`src/rtl/ram_dp_pkg.sv`:
```
// Shared sizing for the dual-port RAM FIFO controller: default widths,
// depth helper and pointer width.
package ram_dp_pkg;

    localparam int unsigned DATA_WIDTH_DEF = 8;
    localparam int unsigned ADDR_WIDTH_DEF = 8;
    localparam int unsigned PTR_WIDTH_DEF  = ADDR_WIDTH_DEF + 1;

    function automatic int unsigned depth(input int unsigned addr_width);
        return 32'd1 << addr_width;
    endfunction

    // One extra MSB so that full and empty differ when the low bits match.
    function automatic int unsigned ptr_width(input int unsigned addr_width);
        return addr_width + 1;
    endfunction

endpackage

```
`src/rtl/ram_dp_fifo_outreg.sv`:
```
// Prefetch output register: pulls one committed word from the RAM read port
// and holds it as a valid/ready stream.
module ram_dp_fifo_outreg
    import ram_dp_pkg::*;
#(
    parameter int unsigned DATA_WIDTH = DATA_WIDTH_DEF
) (
    input  logic                  clk,
    input  logic                  rst_n,
    input  logic                  flush,
    input  logic                  avail,
    input  logic                  out_ready,
    input  logic [DATA_WIDTH-1:0] rd_data,
    output logic                  load,
    output logic                  out_valid,
    output logic [DATA_WIDTH-1:0] out_data
);

    // A flush moves the read pointer instead, so no word may be taken that cycle.
    assign load = avail & (~out_valid | out_ready) & ~flush;

    always_ff @(posedge clk or negedge rst_n) begin
        if (!rst_n) begin
            out_valid <= 1'b0;
            out_data  <= '0;
        end else if (flush) begin
            out_valid <= 1'b0;
            out_data  <= '0;
        end else if (load) begin
            out_valid <= 1'b1;
            out_data  <= rd_data;
        end else if (out_ready) begin
            out_valid <= 1'b0;
        end
    end

endmodule

```
`src/rtl/ram_dp_fifo_ctrl.sv`:
```
// FIFO controller in front of a dual-port asynchronous RAM: port 0 writes,
// port 1 reads, pointers/occupancy live here and the RAM holds storage only.
module ram_dp_fifo_ctrl
    import ram_dp_pkg::*;
#(
    parameter int unsigned DATA_WIDTH = DATA_WIDTH_DEF,
    parameter int unsigned ADDR_WIDTH = ADDR_WIDTH_DEF
) (
    input  logic                  clk,
    input  logic                  rst_n,
    input  logic                  flush,
    input  logic                  in_valid,
    output logic                  in_ready,
    input  logic [DATA_WIDTH-1:0] in_data,
    output logic                  out_valid,
    input  logic                  out_ready,
    output logic [DATA_WIDTH-1:0] out_data,
    output logic [ADDR_WIDTH+1:0] level,
    output logic [ADDR_WIDTH-1:0] ram_addr_0,
    output logic [DATA_WIDTH-1:0] ram_data_0,
    output logic                  ram_cs_0,
    output logic                  ram_we_0,
    output logic                  ram_oe_0,
    output logic [ADDR_WIDTH-1:0] ram_addr_1,
    output logic                  ram_cs_1,
    output logic                  ram_we_1,
    output logic                  ram_oe_1,
    input  logic [DATA_WIDTH-1:0] ram_data_1
);

    localparam int unsigned      PTR_W   = ptr_width(ADDR_WIDTH);
    localparam logic [PTR_W-1:0] DEPTH_P = PTR_W'(depth(ADDR_WIDTH));
    localparam logic [PTR_W-1:0] PTR_ONE = PTR_W'(1);

    logic [PTR_W-1:0]      wr_ptr;
    logic [PTR_W-1:0]      rd_ptr;
    logic                  wr_pend;
    logic [ADDR_WIDTH-1:0] wr_addr_q;
    logic [DATA_WIDTH-1:0] wr_data_q;

    logic [PTR_W-1:0]      occ;
    logic [PTR_W-1:0]      committed;
    logic                  push;
    logic                  load;
    logic                  avail;

    assign occ       = wr_ptr - rd_ptr;
    // The word still sitting in the write stage is counted but not yet readable.
    assign committed = occ - PTR_W'(wr_pend);
    assign avail     = (committed != '0);

    assign in_ready = (occ != DEPTH_P) & rst_n;
    assign push     = in_valid & in_ready;

    always_ff @(posedge clk or negedge rst_n) begin
        if (!rst_n) begin
            wr_ptr    <= '0;
            rd_ptr    <= '0;
            wr_pend   <= 1'b0;
            wr_addr_q <= '0;
            wr_data_q <= '0;
        end else begin
            if (flush) begin
                rd_ptr <= wr_ptr;
            end else if (load) begin
                rd_ptr <= rd_ptr + PTR_ONE;
            end
            if (push) begin
                wr_ptr    <= wr_ptr + PTR_ONE;
                wr_addr_q <= wr_ptr[ADDR_WIDTH-1:0];
                wr_data_q <= in_data;
            end
            wr_pend <= push;
        end
    end

    ram_dp_fifo_outreg #(
        .DATA_WIDTH(DATA_WIDTH)
    ) u_outreg (
        .clk      (clk),
        .rst_n    (rst_n),
        .flush    (flush),
        .avail    (avail),
        .out_ready(out_ready),
        .rd_data  (ram_data_1),
        .load     (load),
        .out_valid(out_valid),
        .out_data (out_data)
    );

    assign level = {1'b0, occ} + (ADDR_WIDTH + 2)'(out_valid);

    assign ram_addr_0 = wr_addr_q;
    assign ram_data_0 = wr_data_q;
    assign ram_cs_0   = wr_pend;
    assign ram_we_0   = wr_pend;
    assign ram_oe_0   = 1'b0;

    // Chip select drops while empty so the RAM re-evaluates on the next commit.
    assign ram_addr_1 = rd_ptr[ADDR_WIDTH-1:0];
    assign ram_cs_1   = avail;
    assign ram_we_1   = 1'b0;
    assign ram_oe_1   = 1'b1;

endmodule

```
`config.mk`:
```
export PLATFORM = sky130hd
export DESIGN_NAME = ram_dp_fifo_ctrl
export DESIGN_NICKNAME = d
export VERILOG_FILES = /design/src/rtl/ram_dp_pkg.sv /design/src/rtl/ram_dp_fifo_outreg.sv /design/src/rtl/ram_dp_fifo_ctrl.sv
export SDC_FILE = /design/constraint.sdc
export NUM_CORES = 1
export LEC_CHECK = 0
export ABC_AREA = 1
export CORE_UTILIZATION = 48
export CTS_BUF_LIST = sky130_fd_sc_hd__clkbuf_4 sky130_fd_sc_hd__clkbuf_8
export CTS_CLUSTER_DIAMETER = 100
export CTS_CLUSTER_SIZE = 8
export DETAILED_ROUTE_END_ITERATION = 16
export PLACE_DENSITY = 0.87
export SYNTH_ARGS = -nofsm -noshare
export SYNTH_HDL_FRONTEND = slang
export SYNTH_SLANG_ARGS = --single-unit
```
`constraint.sdc`:
```
create_clock -name clk -period 3.1 [get_ports clk]
set_clock_uncertainty 0.2 [all_clocks]
set_input_delay 0.62 -clock clk [delete_from_list [all_inputs] [get_ports clk]]
set_output_delay 0.62 -clock clk [all_outputs]
set_load 0.005 [all_outputs]
```
==> run summary <==
setup slack, reg-to-reg - 0.06 ns
Detail Placement HPWL - 5370 um
Power Density - 943 nW/um^2
max-slew violation count - 0
Clock H-tree levels - 2
CTS tree - yes
startpoint types - flop
YS warnings - 0
fillcell total - 432
failing checks - negative setup slack
status - finished with violations
Antenna Cells - 0
initial core utilization - 0.496
endpoints failing setup - 4
Design Area, Final - 4150 um^2
crit path launch - wr_ptr[0]$_DFFE_PN0P_
post-route antenna net violation count - 0
crit path to - level[7]
crit-path max FO - 4
Crit. End Element - primary output
internal power - 2.20 mW
drt first pass iters - 5
Worst IR Drop VDD - 0.834 mV
Storage cell area - 1100 um^2
Avg Cell Area, Syn - 7.46 um^2
Static Leak - 2.12 nW
final WL - 8290 um
DIE AREA - 6440 um^2
Hold Path Class - reg2reg
DR vias/cell - 5.33
Via Count - 3022
source of the worst register-to-register timing path - wr_ptr[0]$_DFFE_PN0P_
CP required - 2.28 ns
combinational power share - 0.691
nets@finish - 526
synth unique cells - 28
fin worst setup slack - -0.148 ns
Post-DP Area - 3780 um^2
Final Hold Viols - 0
number of synthesized register bits - 44
Reg-to-Reg End - rd_ptr[4]$_DFFE_PN0P_
largest net degree at the start of global routing - 70
Area Growth Syn to Fin - 41.2%
sequential area share after synthesis - 0.375
clk_lat worst skew - 0.30 ns
Setup CP Type - reg2out
most frequent cells in the layout - 127 x nand2_1, 56 x clkdlybuf4s50_1, 50 x buf_4, 43 x dfrtp_1, 36 x nand4_1
cts hold-fix bufs - 0
RSZ-0062 raised after global routing - true
Power, Total - 3.91 mW
hold_ws - 0.279 ns
area of the mapped netlist - 2940 um^2
commonest non-fill, non-tap cell in the layout - nand2_1
Seq pwr share - 0.190
drc violations - 0
Max-Slew Margin vs Limit - 0.476
share of cells above drive strength 1 - 0.226
initial antenna violation count - 0
Reg clk slew, reported paths - 0.08 ns
RePlAce Congestion - 0.911
global-route wire length before repair - 12600 um
number of buffers created by CTS - 5
core area - 5920 um^2
vias in the first global route - 2740
I/O pins - 71
Critical Path AT - 2.43 ns
Max Root-Sink Buffers - 2
Min Clock Period, post-route - 3.25 ns
Post-Synthesis Cells - 394
Critical Path Slowest Stage Cell - dfrtp_1
Most Frequent Cell on Critical Path - inv_2
WL/cell - 14.6 um
clk root buf - clkbuf_8
Reg2Reg Depth - 17
die width - 80.3 um
gr usage total - 0.250
GR Overflow Total - 0
max frequency - 308 MHz
Max-Cap Viols - 0
Worst Tran Pin Value - 0.786 ns
TritonCTS Sinks - 44
Clk pwr share - 0.119
1st-iter DRT viols - 267
period utilization - 1.05
Worst path max stage delay - 0.38 ns
Sw Ratio - 0.437
Die Y - 80.3 um
P_sw - 1.71 mW
# rows - 28
cells along the critical path - inv_2 -> ha_4 -> fa_2 -> inv_2 -> nand3_2 -> nand3b_1 -> nand2_2 -> inv_2 -> nand3_2 -> nand3b_1 -> buf_4 -> xor2_1 -> buf_2
port buffer count - 67
area occupied by multi-input gates - 1690 um^2
## state kept, by name (all words and copies together) (netlist names)
signal	count
rd_ptr	9
wr_ptr	9
ram_addr_0	8
ram_data_0	8
u_outreg.out_data	8
ram_cs_0	1
u_outreg.out_valid	1
## power groups by stage
stage / combinational [mW] / clock (mW) / sequential [mW]
2_1_floorplan: 1.20 / 0 / 0.771
3_3_place_gp: 2.16 / 0 / 0.737
3_5_place_dp: 2.24 / 0 / 0.741
4_1_cts: 2.23 / 0.470 / 0.731
5_1_grt: 2.92 / 0.496 / 0.750
6_report: 2.70 / 0.467 / 0.741
## worst max-delay path: cells and delay by family, from the launching register on
family	cells	cell delay (ns)
XOR/XNOR	1	0.15
adder cells (fa/ha/maj)	2	0.52
buffers and inverters	5	0.53
flip-flops	1	0.38
AND/OR/NAND/NOR	5	0.56
## stage by stage
stage,TNS (ns),worst slack (ns),utilization,cells
after floorplan,0,0.179,-,395
after global placement,-0.0821,-0.0325,0.639,543
after detailed placement,-0.476,-0.141,0.639,543
after CTS,-0.357,-0.215,0.670,557
after global routing,-0.960,-0.234,0.701,567
final,-0.297,-0.148,0.701,567
## repair_timing
item                                    4_1_cts  5_1_grt
buffers inserted                              6       10
endpoints found under the setup margin       10       17
pin swaps                                    10       17
cloned                                        0        0
resized for setup                            32       40
endpoints found under the hold margin         0        0
## cells by family after synthesis
group / synth area share
simple gates: 0.371
buf+inv: 0.105
flops: 0.375
xor+xnor: 0.0596
fa+ha+maj: 0.0622
compound gates: 0.0251
other cells: 0.00256
## worst min path at each step
stage                     depth (start not counted)                      start                        end  slack (ns)
after floorplan                                   0                      rst_n  ram_addr_0[0]$_DFFE_PN0P_        0.12
after global placement                            2  ram_data_0[3]$_DFFE_PN0P_  ram_data_0[3]$_DFFE_PN0P_        0.25
after detailed placement                          2  ram_addr_0[5]$_DFFE_PN0P_  ram_addr_0[5]$_DFFE_PN0P_        0.26
after CTS                                         2  ram_addr_0[5]$_DFFE_PN0P_  ram_addr_0[5]$_DFFE_PN0P_        0.28
after global routing                              2  ram_addr_0[5]$_DFFE_PN0P_  ram_addr_0[5]$_DFFE_PN0P_        0.31
final                                             2  ram_addr_0[7]$_DFFE_PN0P_  ram_addr_0[7]$_DFFE_PN0P_        0.28
## Yosys cell counts
cell | count | area [um^2]
a21oi_1 | 4 | 20.0
a21oi_2 | 1 | 8.76
and3_1 | 1 | 6.26
buf_1 | 4 | 15.0
buf_2 | 3 | 15.0
buf_4 | 12 | 90.1
buf_6 | 3 | 33.8
clkbuf_1 | 7 | 26.3
conb_1 | 2 | 7.51
dfrtp_1 | 44 | 1100
fa_1 | 1 | 20.0
ha_1 | 13 | 163
inv_1 | 33 | 124
inv_2 | 1 | 3.75
nand2_1 | 134 | 503
nand2_2 | 5 | 31.3
nand3_1 | 33 | 165
nand3_4 | 2 | 35.0
nand3b_1 | 3 | 22.5
nand4_1 | 36 | 225
nor2_1 | 19 | 71.3
nor2_4 | 1 | 11.3
nor3_1 | 4 | 20.0
o21ai_0 | 6 | 30.0
o21bai_1 | 1 | 7.51
o31ai_1 | 1 | 7.51
xnor2_1 | 6 | 52.6
xor2_1 | 14 | 123
## routing by layer
| layer | part of all wire | vias up | global-route usage |
|---|---|---|---|
| met5 | 0 | - | 0 |
| met4 | 0.031 | 0 | 0.0732 |
| met3 | 0.042 | 26 | 0.0375 |
| met2 | 0.52 | 120 | 0.436 |
| met1 | 0.41 | 1420 | 0.319 |
| li1 | - | 1456 | - |
## area by class of cell
cell class / count / area share
Inverter: 34 / 0.0308
Clock buffer: 6 / 0.0199
Tap cell: 75 / 0.0226
Multi-Input combinational cell: 288 / 0.408
Clock inverter: 2 / 0.00935
Sequential cell: 44 / 0.266
Timing Repair Buffer: 118 / 0.244
Power figures use the tool's default switching activity.
